<file path="config.mk">
export PLATFORM = sky130hd
export DESIGN_NAME = spi_ram_cmd_ctrl
export DESIGN_NICKNAME = d
export VERILOG_FILES = /design/src/rtl/spi_ram_cmd_ctrl.sv
export SDC_FILE = /design/constraint.sdc
export NUM_CORES = 2
export LEC_CHECK = 0
export ABC_AREA = 1
export CAP_MARGIN = 20
export CORE_MARGIN = 5
export CORE_UTILIZATION = 30
export DETAILED_ROUTE_END_ITERATION = 8
export PLACE_DENSITY = 0.4
export SYNTH_ARGS = -nofsm -noshare
export SYNTH_HDL_FRONTEND = slang
export SYNTH_SLANG_ARGS = --single-unit
</file>
<file path="constraint.sdc">
create_clock -name clk -period 2.4 [get_ports clk]
set_input_delay 0.36 -clock clk [delete_from_list [all_inputs] [get_ports clk]]
set_output_delay 0.36 -clock clk [all_outputs]
set_load 0.005 [all_outputs]
</file>
<file path="src/rtl/spi_ram_cmd_ctrl.sv">
// spi_ram_cmd_ctrl: command-decoding RAM controller that sits behind the SPI slave.
// It takes 10-bit frames ({opcode, payload}) and uses them to set the write and read
// addresses, write data, or start a read. Read data is returned on dout/tx_valid and
// held for TX_HOLD cycles so the slave can shift it out.
module spi_ram_cmd_ctrl #(
    parameter int MEM_DEPTH = 256,
    parameter int ADDR_SIZE = 8,
    parameter int TX_HOLD   = 10,
    parameter int AUTO_INC  = 0
) (
    input  logic       clk,
    input  logic       rstn,
    input  logic [9:0] din,
    input  logic       rx_valid,
    output logic [7:0] dout,
    output logic       tx_valid,
    output logic       addr_err
);

    typedef enum logic [1:0] {
        IDLE   = 2'd0,
        RD_LAT = 2'd1,
        TX     = 2'd2
    } state_t;

    localparam logic [1:0]           OP_WR_ADDR = 2'b00;
    localparam logic [1:0]           OP_WR_DATA = 2'b01;
    localparam logic [1:0]           OP_RD_ADDR = 2'b10;
    localparam logic [1:0]           OP_RD_DATA = 2'b11;
    localparam logic [ADDR_SIZE:0]   DEPTH_W    = (ADDR_SIZE+1)'(MEM_DEPTH);
    localparam logic [ADDR_SIZE:0]   LAST_W     = (ADDR_SIZE+1)'(MEM_DEPTH - 1);
    localparam logic [7:0]           HOLD_M1    = 8'(TX_HOLD - 1);

    state_t                 state_q, state_d;
    logic                   rx_valid_q;
    logic [ADDR_SIZE-1:0]   wr_addr_q, wr_addr_d;
    logic [ADDR_SIZE-1:0]   rd_addr_q, rd_addr_d;
    logic [ADDR_SIZE-1:0]   rd_cap_q, rd_cap_d;
    logic [7:0]             dout_q, dout_d;
    logic                   tx_valid_q, tx_valid_d;
    logic                   addr_err_q, addr_err_d;
    logic [7:0]             cnt_q, cnt_d;

    logic                   cmd_stb;
    logic [1:0]             op;
    logic [ADDR_SIZE-1:0]   payload;
    logic                   mem_we;
    logic                   wr_in_range;
    logic                   rd_in_range;
    logic                   cap_in_range;
    logic [7:0]             rd_word;

    logic [7:0]             mem [MEM_DEPTH];

    // Post-increment with wrap to zero after the last implemented word.
    function automatic logic [ADDR_SIZE-1:0] next_addr(input logic [ADDR_SIZE-1:0] a);
        if ({1'b0, a} == LAST_W) begin
            return '0;
        end
        return a + ADDR_SIZE'(1);
    endfunction

    assign cmd_stb      = rx_valid & ~rx_valid_q;
    assign op           = din[9:8];
    assign payload      = din[ADDR_SIZE-1:0];
    assign wr_in_range  = ({1'b0, wr_addr_q} < DEPTH_W);
    assign rd_in_range  = ({1'b0, rd_addr_q} < DEPTH_W);
    assign cap_in_range = ({1'b0, rd_cap_q} < DEPTH_W);

    // Asynchronous memory read of the address captured when the read was issued.
    always_comb begin
        rd_word = mem[rd_cap_q];
    end

    // Command decode plus read/transmit FSM next-state and output logic.
    always_comb begin
        state_d    = state_q;
        wr_addr_d  = wr_addr_q;
        rd_addr_d  = rd_addr_q;
        rd_cap_d   = rd_cap_q;
        dout_d     = dout_q;
        tx_valid_d = tx_valid_q;
        addr_err_d = 1'b0;
        cnt_d      = cnt_q;
        mem_we     = 1'b0;

        if (cmd_stb) begin
            unique case (op)
                OP_WR_ADDR: wr_addr_d = payload;
                OP_WR_DATA: begin
                    if (wr_in_range) begin
                        mem_we = 1'b1;
                    end else begin
                        addr_err_d = 1'b1;
                    end
                    if (AUTO_INC != 0) begin
                        wr_addr_d = next_addr(wr_addr_q);
                    end
                end
                OP_RD_ADDR: rd_addr_d = payload;
                OP_RD_DATA: begin
                    rd_cap_d = rd_addr_q;
                    if (!rd_in_range) begin
                        addr_err_d = 1'b1;
                    end
                    if (AUTO_INC != 0) begin
                        rd_addr_d = next_addr(rd_addr_q);
                    end
                end
                default: ;
            endcase
        end

        // Any strobe while a read is in flight cancels it; op 11 starts a fresh one.
        unique case (state_q)
            IDLE: begin
                if (cmd_stb && op == OP_RD_DATA) begin
                    state_d = RD_LAT;
                end
            end
            RD_LAT: begin
                if (cmd_stb) begin
                    tx_valid_d = 1'b0;
                    state_d    = (op == OP_RD_DATA) ? RD_LAT : IDLE;
                end else begin
                    dout_d     = cap_in_range ? rd_word : 8'h00;
                    tx_valid_d = 1'b1;
                    cnt_d      = HOLD_M1;
                    state_d    = TX;
                end
            end
            TX: begin
                if (cmd_stb) begin
                    tx_valid_d = 1'b0;
                    state_d    = (op == OP_RD_DATA) ? RD_LAT : IDLE;
                end else if (cnt_q == 8'd0) begin
                    tx_valid_d = 1'b0;
                    state_d    = IDLE;
                end else begin
                    cnt_d = cnt_q - 8'd1;
                end
            end
            default: begin
                tx_valid_d = 1'b0;
                state_d    = IDLE;
            end
        endcase
    end

    // Control and datapath registers, cleared by the asynchronous active-low reset.
    always_ff @(posedge clk or negedge rstn) begin
        if (!rstn) begin
            state_q    <= IDLE;
            rx_valid_q <= 1'b0;
            wr_addr_q  <= '0;
            rd_addr_q  <= '0;
            rd_cap_q   <= '0;
            dout_q     <= '0;
            tx_valid_q <= 1'b0;
            addr_err_q <= 1'b0;
            cnt_q      <= '0;
        end else begin
            state_q    <= state_d;
            rx_valid_q <= rx_valid;
            wr_addr_q  <= wr_addr_d;
            rd_addr_q  <= rd_addr_d;
            rd_cap_q   <= rd_cap_d;
            dout_q     <= dout_d;
            tx_valid_q <= tx_valid_d;
            addr_err_q <= addr_err_d;
            cnt_q      <= cnt_d;
        end
    end

    // Memory array write port; contents are deliberately left out of reset.
    always_ff @(posedge clk) begin
        if (mem_we) begin
            mem[wr_addr_q] <= din[7:0];
        end
    end

    assign dout     = dout_q;
    assign tx_valid = tx_valid_q;
    assign addr_err = addr_err_q;

endmodule
</file>
==> impl_metrics.env <==
export IMPL_critPathMaxFanout=12
export IMPL_period_needed_ns=2.47
export IMPL_drtIter0Drc=4935
export IMPL_max_slew_margin=0.424
export IMPL_start_util=0.301
export IMPL_antenna_left=0
export IMPL_ys_seq_area_frac=0.737
export IMPL_grt_antenna_before_repair=8
export IMPL_synth_common_cells="nand2_1 (2127), edfxtp_1 (2048), nand3_1 (2046)"
export IMPL_die_w_um=542
export IMPL_timing_fmax_ghz=0.404
export IMPL_drive_gt1_frac=0.213
export IMPL_end_kind="register"
export IMPL_fin_util=0.385
export IMPL_wire_per_inst_um=25.3
export IMPL_cap_violations=0
export IMPL_cts_buffers=237
export IMPL_yosysWarnings=0
export IMPL_routed_wl_mm=298
export IMPL_p_leak_nw=39.2
export IMPL_die_h_um=542
export IMPL_placed_cell_area_um2=95700
export IMPL_clk_path_buf_depth=4
export IMPL_hpwl_mm=181
export IMPL_area_growth_pct=27.9
export IMPL_violations="setup timing"
export IMPL_fp_dieArea_um2=294000
export IMPL_clock_latency_ns=0.89
export IMPL_rsz0062_at_grt="true"
export IMPL_viasPerCell=4.91
export IMPL_synthCells=7166
export IMPL_yosysTopAreaCellShare=0.724
export IMPL_setup_viol_count_final=8
export IMPL_fin_nets=7863
export IMPL_startpoint_type="register"
export IMPL_drcViolationCount=0
export IMPL_worstPathArrival_ns=3.25
export IMPL_min_path_type="input port to register"
export IMPL_gr_usage_met3=0.0212
export IMPL_drt_pass1_iterations=6
export IMPL_design_area_um2=109000
export IMPL_ys_async_sr_fraction=0.0210
export IMPL_powerDensity_nw_per_um2=946
export IMPL_routabilityCongestion=0.812
export IMPL_rows=195
export IMPL_grt_ovfl_total=0
export IMPL_worst_slew_pin_slew_ns=0.861
export IMPL_ys_ff_latch=2092
export IMPL_fill_cells=27180
export IMPL_io_pins=23
export IMPL_synth_cell_types=22
export IMPL_min_period_over_period=1.03
export IMPL_ctsHtreeMaxLevel=4
export IMPL_cts_tree="done"
export IMPL_vias=57898
export IMPL_worstSetupPathType="register to register"
export IMPL_hold_violations=0
export IMPL_grt_max_degree=86
export IMPL_ys_flop_type="edfxtp_1"
export IMPL_portBuffers=21
export IMPL_synth_most_common_cell="nand2_1"
export IMPL_clkSinkCount=2092
export IMPL_grtUsageTotal=0.193
export IMPL_synthTopCellsByArea="edfxtp_1 (72%), nand3_1 (12%), nand2_1 (9.4%), buf_2 (1.5%), nor2_1 (1.4%)"
export IMPL_busiest_layer="met2"
export IMPL_status="finished with violations"
export IMPL_slew_violations=0
export IMPL_use_met2=0.321
export IMPL_grt_pass1_wl_mm=418
export IMPL_cp_required_ns=3.18
export IMPL_grtUsageMet1=0.269
export IMPL_syn_avg_cell_area_um2=11.9
export IMPL_grt_pass1_vias=57331
export IMPL_netlist_area_um2=85000
export IMPL_irDropWorstVdd_mv=0.583
export IMPL_syn_nets=7181
export IMPL_coreArea_um2=282000
export IMPL_synth_edf_count=2048
export IMPL_yosysTopAreaCell="edfxtp_1"
export IMPL_clkTransAtPathRegs_ns=0.06
export IMPL_skew_ns=0.0310
export IMPL_clk_root_buffer_cell="clkbuf_16"
export IMPL_fin_ws_ns=-0.0731
-- cells in the final DEF (no fill, tap or decap), types with 30 or more instances in the layout --
cell / n
buf_12: 154
buf_16: 50
buf_4: 602
buf_6: 39
clkbuf_1: 45
clkbuf_16: 276
clkinv_1: 57
clkinv_2: 46
dfrtp_1: 30
edfxtp_1: 2048
inv_1: 55
nand2_1: 2106
nand3_1: 1612
nand3_2: 360
nand3_4: 74
nor2_1: 306
-- state kept, by name, summed over array words and instances, names as in the netlist --
register / count
tx_valid: 1
wr_addr_q: 8
rx_valid_q: 1
state_q: 2
rd_cap_q: 8
rd_addr_q: 8
dout: 8
cnt_q: 8
mem: 2048
-- critical path, cell delays in order (launching register included) --
cell,delay (ns)
dfrtp_4,0.50
buf_12,0.18
clkbuf_16,0.21
buf_16,0.17
buf_16,0.15
nand2_1,0.06
nand3_1,0.09
nand3_2,0.12
nand3_1,0.13
nand3_1,0.13
nand3_1,0.09
nand3_2,0.11
buf_6,0.14
nand3_2,0.08
nand3_2,0.09
nand2_1,0.05
-- cells by family after synthesis --
logic type               share of synthesized area
AND/OR/NAND/NOR                              0.228
flip-flops                                   0.737
buffers and inverters                       0.0324
AO/OA/AOI/OAI                              0.00208
XOR/XNOR                                  0.000206
adder cells (fa/ha/maj)                   0.000294
other                                    0.0000441
-- final timing paths --
kind                                    startpoint                        to  slack [ns]  cells after the start
max                        rd_cap_q[0]$_DFFE_PN0P_       dout[4]$_DFFE_PN0P_       -0.07                     15
min                                         din[6]       mem[5][6]$_DFFE_PP_        0.39                      2
max reg2reg                rd_cap_q[0]$_DFFE_PN0P_       dout[4]$_DFFE_PN0P_       -0.07                     15
min reg2reg                 state_q[0]$_DFFE_PN0P_    state_q[0]$_DFFE_PN0P_        0.48                      1
max in group asynchronous                     rstn   rd_cap_q[3]$_DFFE_PN0P_        0.22                      4
min in group asynchronous                     rstn  rd_addr_q[7]$_DFFE_PN0P_        0.49                      3
-- report_power, final --
part	internal (W)	switching, W	leakage [nW]
sequential	0.0403	0.000450	18.9
clock	0.0202	0.0151	3.67
combinational	0.00983	0.0168	16.6
-- metal layers --
layer / part of all wire / vias to the layer above
met5: 0 / -
met4: 0.028 / 0
met3: 0.043 / 347
met2: 0.48 / 1339
met1: 0.45 / 29336
li1: - / 26876
-- metrics by stage --
step                hold slack, ns  setup TNS, ns  total power (W)  worst slack, ns  std cells
floorplan                   0.0644              0           0.0524            0.269       7166
detailed placement           0.424        -252.81           0.0632           -0.457      11245
finish                       0.390         -0.458            0.103          -0.0731      11783
CTS                          0.331          -1.08            0.101           -0.137      11733
global route                 0.376          -1.11            0.107           -0.158      11782
global placement             0.417        -246.68           0.0632           -0.468      11245
-- repair_timing --
item | CTS | global route
gates cloned | 22 | 41
setup buffers | 25 | 9
resized for setup | 241 | 410
endpoints found under the setup margin | 17 | 8
hold endpoints to repair | 248 | 0
hold buffers | 12 | 0
pin swaps | 24 | 138
-- cell type report --
type                       count  area [um^2]  share of cell area
clock buffer                 291         6230              0.0574
timing repair inverter         2         50.0            0.000461
clock inverter               138         1240              0.0114
antenna                        2         5.00           0.0000461
timing repair buffer         930        11100               0.102
tap                         3743         4680              0.0431
sequential                  2092        62600               0.577
multi-input combinational   4522        22400               0.206
inverter                      63          289             0.00266
No activity file was read; power rests on OpenSTA's default activity.
